## src/rtl/bip_pkg.sv

```systemverilog
// -----------------------------------------------------------------------------
// bip_pkg
// Shared definitions for the BIP multi-cycle control unit:
//   - 4-bit opcode values (OP_HLT .. OP_NOP); anything else is illegal
//   - accumulator input mux encodings (SELA_*)
//   - control FSM state encoding
//   - small decode helpers used by the control unit
// -----------------------------------------------------------------------------
package bip_pkg;

    // Opcode field width that carries the defined instruction set. Wider
    // OpCode buses must have all bits above this range at zero to be legal.
    localparam int unsigned OP_BITS = 4;

    typedef logic [OP_BITS-1:0] op_t;

    localparam op_t OP_HLT  = 4'd0;
    localparam op_t OP_STO  = 4'd1;
    localparam op_t OP_LD   = 4'd2;
    localparam op_t OP_LDI  = 4'd3;
    localparam op_t OP_ADD  = 4'd4;
    localparam op_t OP_ADDI = 4'd5;
    localparam op_t OP_SUB  = 4'd6;
    localparam op_t OP_SUBI = 4'd7;
    localparam op_t OP_BEQ  = 4'd8;
    localparam op_t OP_BNE  = 4'd9;
    localparam op_t OP_BPL  = 4'd10;
    localparam op_t OP_BMI  = 4'd11;
    localparam op_t OP_JMP  = 4'd12;
    localparam op_t OP_NOP  = 4'd13;

    // Accumulator input mux select encodings.
    localparam logic [1:0] SELA_RAM = 2'b00;
    localparam logic [1:0] SELA_IMM = 2'b01;
    localparam logic [1:0] SELA_ALU = 2'b10;

    typedef enum logic [1:0] {
        ST_FETCH = 2'd0,
        ST_EXEC  = 2'd1,
        ST_MEM   = 2'd2,
        ST_HALT  = 2'd3
    } state_e;

    // Instructions that need the extra MEM cycle for synchronous RAM read data.
    function automatic logic is_mem_op(input op_t op);
        return (op == OP_LD) || (op == OP_ADD) || (op == OP_SUB);
    endfunction

    // Branch condition evaluation from the accumulator flags.
    function automatic logic branch_taken(input op_t op, input logic acc_zero,
                                          input logic acc_neg);
        logic taken;
        case (op)
            OP_BEQ:  taken = acc_zero;
            OP_BNE:  taken = !acc_zero;
            OP_BPL:  taken = !acc_neg;
            OP_BMI:  taken = acc_neg;
            OP_JMP:  taken = 1'b1;
            default: taken = 1'b0;
        endcase
        return taken;
    endfunction

endpackage

```

## src/rtl/bip_pc_reg.sv

```systemverilog
// -----------------------------------------------------------------------------
// bip_pc_reg
// Program counter register. Reset loads RESET_PC; otherwise a load takes the
// branch target, an advance increments modulo 2^PC_WIDTH, else it holds.
// Ports:
//   clk      in   rising-edge clock
//   reset    in   synchronous active-high reset
//   load     in   take target this edge (priority over advance)
//   advance  in   increment this edge
//   target   in   [PC_WIDTH] branch target
//   pc       out  [PC_WIDTH] registered PC
// -----------------------------------------------------------------------------
module bip_pc_reg #(
    parameter int unsigned          PC_WIDTH = 11,
    parameter logic [PC_WIDTH-1:0]  RESET_PC = '0
) (
    input  logic                clk,
    input  logic                reset,
    input  logic                load,
    input  logic                advance,
    input  logic [PC_WIDTH-1:0] target,
    output logic [PC_WIDTH-1:0] pc
);

    logic [PC_WIDTH-1:0] pc_d;
    logic [PC_WIDTH-1:0] pc_q;

    always_comb begin
        // NOTE: assign a default before any branch so every path writes pc_d;
        // a missing assignment would infer a latch.
        pc_d = pc_q;
        if (load) begin
            pc_d = target;
        end else if (advance) begin
            // Natural overflow of the PC_WIDTH-bit add gives the wrap to 0.
            pc_d = pc_q + PC_WIDTH'(1);
        end
    end

    always_ff @(posedge clk) begin
        // NOTE: non-blocking assignments in clocked blocks so every flop
        // samples the pre-edge values, independent of statement order.
        if (reset) begin
            pc_q <= RESET_PC;
        end else begin
            pc_q <= pc_d;
        end
    end

    assign pc = pc_q;

endmodule

```

## src/rtl/bip_control_unit.sv

```systemverilog
// -----------------------------------------------------------------------------
// bip_control_unit
// Multi-cycle control unit for the BIP processor. Sequences each instruction
// through FETCH -> EXEC (-> MEM) and owns the program counter. Supports
// conditional/unconditional branches, a latched HALT state and illegal-opcode
// flagging. Strobes are combinational from the state and OpCode (EXEC) or the
// latched opcode op_q (MEM).
// Ports:
//   clk, reset       clock, synchronous active-high reset
//   OpCode, Operand  instruction fields from program memory (valid in EXEC)
//   AccZero, AccNeg  accumulator flags, sampled in EXEC
//   address_output   program-memory address (registered PC)
//   SelA, SelB       accumulator input mux / ALU B operand selects
//   WrAcc, Op        accumulator write enable / ALU add(0)-sub(1)
//   WrRam, RdRam     data RAM write / read enables
//   halted           high while in HALT
//   illegal          one-cycle pulse in EXEC of an undefined opcode
// -----------------------------------------------------------------------------
module bip_control_unit
    import bip_pkg::*;
#(
    parameter int unsigned          PC_WIDTH      = 11,
    parameter int unsigned          OPCODE_WIDTH  = 5,
    parameter int unsigned          OPERAND_WIDTH = 11,
    parameter logic [PC_WIDTH-1:0]  RESET_PC      = '0
) (
    input  logic                     clk,
    input  logic                     reset,
    input  logic [OPCODE_WIDTH-1:0]  OpCode,
    input  logic [OPERAND_WIDTH-1:0] Operand,
    input  logic                     AccZero,
    input  logic                     AccNeg,
    output logic [PC_WIDTH-1:0]      address_output,
    output logic [1:0]               SelA,
    output logic                     SelB,
    output logic                     WrAcc,
    output logic                     Op,
    output logic                     WrRam,
    output logic                     RdRam,
    output logic                     halted,
    output logic                     illegal
);

    state_e state_d, state_q;
    op_t    op_d, op_q;

    op_t    op_lo;
    logic   op_legal;
    logic   pc_load;
    logic   pc_advance;

    // Opcodes are legal only when every bit above the 4-bit field is zero and
    // the low field falls inside the defined range.
    assign op_lo    = OpCode[OP_BITS-1:0];
    assign op_legal = ((OpCode >> OP_BITS) == '0) && (op_lo <= OP_NOP);

    always_comb begin
        state_d    = state_q;
        op_d       = op_q;
        pc_load    = 1'b0;
        pc_advance = 1'b0;
        SelA       = SELA_RAM;
        SelB       = 1'b0;
        WrAcc      = 1'b0;
        Op         = 1'b0;
        WrRam      = 1'b0;
        RdRam      = 1'b0;
        halted     = 1'b0;
        illegal    = 1'b0;

        case (state_q)
            ST_FETCH: begin
                state_d = ST_EXEC;
            end

            ST_EXEC: begin
                op_d       = op_lo;
                state_d    = ST_FETCH;
                pc_advance = 1'b1;
                if (!op_legal) begin
                    illegal = 1'b1;
                end else begin
                    case (op_lo)
                        OP_HLT: begin
                            state_d    = ST_HALT;
                            pc_advance = 1'b0;
                        end
                        OP_STO: WrRam = 1'b1;
                        OP_LD, OP_ADD, OP_SUB: begin
                            RdRam   = 1'b1;
                            state_d = ST_MEM;
                        end
                        OP_LDI: begin
                            SelA  = SELA_IMM;
                            WrAcc = 1'b1;
                        end
                        OP_ADDI, OP_SUBI: begin
                            SelB  = 1'b1;
                            SelA  = SELA_ALU;
                            WrAcc = 1'b1;
                            Op    = (op_lo == OP_SUBI);
                        end
                        OP_BEQ, OP_BNE, OP_BPL, OP_BMI, OP_JMP: begin
                            pc_load = branch_taken(op_lo, AccZero, AccNeg);
                        end
                        default: ;
                    endcase
                end
            end

            ST_MEM: begin
                // RAM data requested in EXEC arrives now; decode the latched
                // opcode because program memory has moved on.
                state_d = ST_FETCH;
                if (is_mem_op(op_q)) begin
                    WrAcc = 1'b1;
                    if (op_q != OP_LD) begin
                        SelA = SELA_ALU;
                        Op   = (op_q == OP_SUB);
                    end
                end
            end

            ST_HALT: begin
                halted = 1'b1;
            end

            default: state_d = ST_FETCH;
        endcase
    end

    always_ff @(posedge clk) begin
        if (reset) begin
            state_q <= ST_FETCH;
            op_q    <= OP_NOP;
        end else begin
            state_q <= state_d;
            op_q    <= op_d;
        end
    end

    bip_pc_reg #(
        .PC_WIDTH (PC_WIDTH),
        .RESET_PC (RESET_PC)
    ) u_pc_reg (
        .clk     (clk),
        .reset   (reset),
        .load    (pc_load),
        .advance (pc_advance),
        .target  (PC_WIDTH'(Operand)),
        .pc      (address_output)
    );

endmodule
```

## config.mk

```make
export PLATFORM = sky130hd
export DESIGN_NAME = bip_control_unit
export DESIGN_NICKNAME = d
export VERILOG_FILES = /design/src/rtl/bip_pkg.sv /design/src/rtl/bip_pc_reg.sv /design/src/rtl/bip_control_unit.sv
export SDC_FILE = /design/constraint.sdc
export NUM_CORES = 1
export LEC_CHECK = 0
export CORE_ASPECT_RATIO = 1.4
export CORE_MARGIN = 5
export CORE_UTILIZATION = 40
export DETAILED_ROUTE_END_ITERATION = 6
export PLACE_DENSITY = 0.75
export SYNTH_ARGS = -nofsm -noshare
export SYNTH_HDL_FRONTEND = slang
export SYNTH_SLANG_ARGS = --single-unit
```

## constraint.sdc

```tcl
create_clock -name clk -period 1.8 [get_ports clk]
set_input_delay 0.18 -clock clk [delete_from_list [all_inputs] [get_ports clk]]
set_output_delay 0.18 -clock clk [all_outputs]
set_load 0.02 [all_outputs]
```

==> qor.csv <==
stage,metric,value,unit
setup_path,cp_num_buf_inv,2,
sta,setup_violations,2,
sta,fin_skew,1.04,ps
global_routing,grt_pass1_vias,1242,
detailed_routing,drtIter0Drc,26,
floorplan,rows,23,
setup_path,worst_path_max_delay_cell,dfxtp_4,
place,portBuffers,39,
clock_network,htreeDepth,1,
detailed_routing,post-route-drc-count,0,
setup_path,arrival,1750,ps
cells_and_area,area_growth,59.1,%
sta,tightest_slew,543,ps
logic_synthesis,synth_cell_types,41,
logic_synthesis,mappedNetlistArea,0.00115,mm^2
flow_run,cap_violations,0,
floorplan,ios,40,
clock_network,cts_root_buf,clkbuf_8,
setup_path,critPathMaxFanout,4,
sta,min_period_over_period,107,%
cells_and_area,fin_cells,231,
cells_and_area,diodes,0,
run_status,violations,setup timing,
setup_path,crit_family,simple AND/OR/NAND/NOR gates,
power,power.leakage,0.000731,uW
floorplan,coreArea,0.00282,mm^2
clock_network,clk_pin_slew,70,ps
setup_path,setup.worst_path.end_class,primary output,
floorplan,die_w,55.3,um
hold_path,hold_class,flip-flop to flip-flop,
logic_synthesis,synth_edf_count,0,
cells_and_area,fin_nets,220,
clock_network,clkLatencyLatePin,250,ps
power,power_density,529,mW/mm^2
sta,hold_viol_final,0,
global_routing,grt_max_degree,15,
logic_synthesis,synth.net_count,160,
floorplan,die_h,73.4,um
cells_and_area,register_area,348,um^2
floorplan,die-area,0.00406,mm^2
setup_path,max_stage_delay,370,ps
sta,final_max_slew_viol_count,0,
logic_synthesis,synth-main-ff-cell,dfxtp_1,
global_routing,antenna_found_initial,0,
cells_and_area,drive_gt1_share,28.9,%
detailed_routing,via_per_inst,5.32,
detailed_routing,vias,1228,
power,peakVddDrop,0.470,mV
place,place_inst,227,
sta,timing.hold.ws,518,ps
logic_synthesis,ys_top_cells_by_area,"dfxtp_1, ha_1, nor2_1",
place,gp_congestion,0.820,
logic_synthesis,async_reset_ff_share,0,%
clock_network,cts_buffers,3,
setup_path,path_class,flip-flop to primary output,
detailed_routing,ant_nets,0,
cells_and_area,final_cell_mix,"clkdlybuf4s50_1, buf_4, dfxtp_1, nor2_1, nand2_1",
place,post-dp-hpwl,2620,um
logic_synthesis,synthCells,135,
cells_and_area,fillCellCount,265,
detailed_routing,wl,3360,um
sta,setup_tns,-155,ps
sta,max_slew_margin,63.7,%
logic_synthesis,syn_area_per_cell,8.52,um^2
sta,fmax,0.517,GHz
logic_synthesis,synth-seq-area-share,29.6,%
cells_and_area,multi_input_area,801,um^2
cells_and_area,layout_commonest_cell,clkdlybuf4s50_1,
logic_synthesis,yosys_warnings,0,
clock_network,hold_buffers,0,
clock_network,clock_sinks,17,
floorplan,initial_core_util,40.8,%
clock_network,clockBufferDepth,2,
logic_synthesis,synth_top_area_cell,dfxtp_1,
setup_path,start_kind,flip-flop,
global_routing,grtUsageTotal,16.4,%
detailed_routing,first_pass_iters,4,
sta,fin_ws,-133,ps
detailed_routing,avgRoutedWirePerCell,14.6,um
run_status,status,"complete, but fails checks",
global_routing,grt_pass1_wl,5460,um
logic_synthesis,ys_ff_latch,17,
setup_path,required,1620,ps
sta,rsz0062_at_grt,yes,
logic_synthesis,synth_top_area_share,29.6,%
setup_path,cp_cell_sequence,inv_4 > ha_4 > and2_4 > and3_4 > a21oi_2 > nor2_2 > or3_4 > buf_6,
clock_network,tritoncts,built,
global_routing,overflow,0,
sta,period_minus_slack,1930,ps
-- worst reg2reg max path, cell delays in order (launching register included) --
cell and delay, ps:
dfxtp_4 360, inv_4 60, ha_4 130, buf_4 140, inv_1 120, a21o_1 220
buf_4 180, or3_1 310, a21oi_1 150
-- area by class of cell --
class | count | share of cell area (%)
clock buffer | 4 | 2.46
sequential | 17 | 19.0
inverter | 4 | 0.958
multi-input combinational | 106 | 43.8
tap | 37 | 2.53
timing repair buffer | 63 | 31.3
-- routing by layer --
metal	vias to the layer above	wire length, um	GRT usage, %
li1	621	-	-
met1	573	1330	16.8
met2	32	1860	33.0
met3	2	165	4.39
met4	0	17	3.24
met5	-	0	0
-- Yosys cell counts (3+ instances only) --
cell      n
nand2_1  10
buf_6     4
inv_1     4
nand3_1   8
a211o_1   3
a22oi_1   5
a21oi_1  10
mux2i_1   4
a31oi_1   4
o21ai_0   3
nor2_1   14
nor3_1    5
ha_1      5
dfxtp_1  17
xnor2_1   3
-- path summary, 6_finish.rpt --
check,start,endpoint,slack [ps],cells past startpoint
worst max-delay path,state_q[1],WrAcc,-130,8
worst min-delay path,op_q[2],op_q[2],520,1
worst max register to register,state_q[1],u_pc_reg.pc[0],70,8
worst min register to register,op_q[2],op_q[2],520,1
-- cell families (layout without fill, tap and decap cells) --
kind of cell / count (synthesis) / in the layout / share of synthesized area (%)
XOR/XNOR: 4 / 4 / 3.05
AND/OR/NAND/NOR: 57 / 57 / 28.2
flip-flops: 17 / 17 / 29.6
adder cells (fa/ha/maj): 5 / 5 / 5.44
AO/OA/AOI/OAI: 36 / 36 / 23.5
multiplexers: 4 / 4 / 3.48
buffers and inverters: 12 / 71 / 6.75
-- flip-flops by register name, indices dropped and copies added, names as in the netlist --
| name | cells |
|---|---|
| op_q | 4 |
| u_pc_reg.pc | 11 |
| state_q | 2 |
-- metrics by stage --
stage | area, um^2 | utilization [%] | power (uW) | setup slack [ps]
detailed placement | 1740 | 61.7 | 680 | -391
global placement | 1740 | 61.7 | 672 | -331
floorplan | 1170 | - | 547 | 17.1
global route | 1830 | 64.9 | 1010 | -186
finish | 1830 | 64.9 | 968 | -133
CTS | 1800 | 63.9 | 964 | -149
-- power breakdown --
group | leakage (uW) | internal (uW) | switching [uW]
registers | 0.000140 | 397 | 28.5
clock network | 0.0000228 | 157 | 131
logic | 0.000569 | 138 | 117
total | 0.000731 | 691 | 277
-- timing repair --
item	4_1_cts	5_1_grt
pin swaps	5	6
setup endpoints to repair	11	11
setup buffers	0	1
resized for setup	29	16
Note: power is estimated with default switching activity, not from simulation.
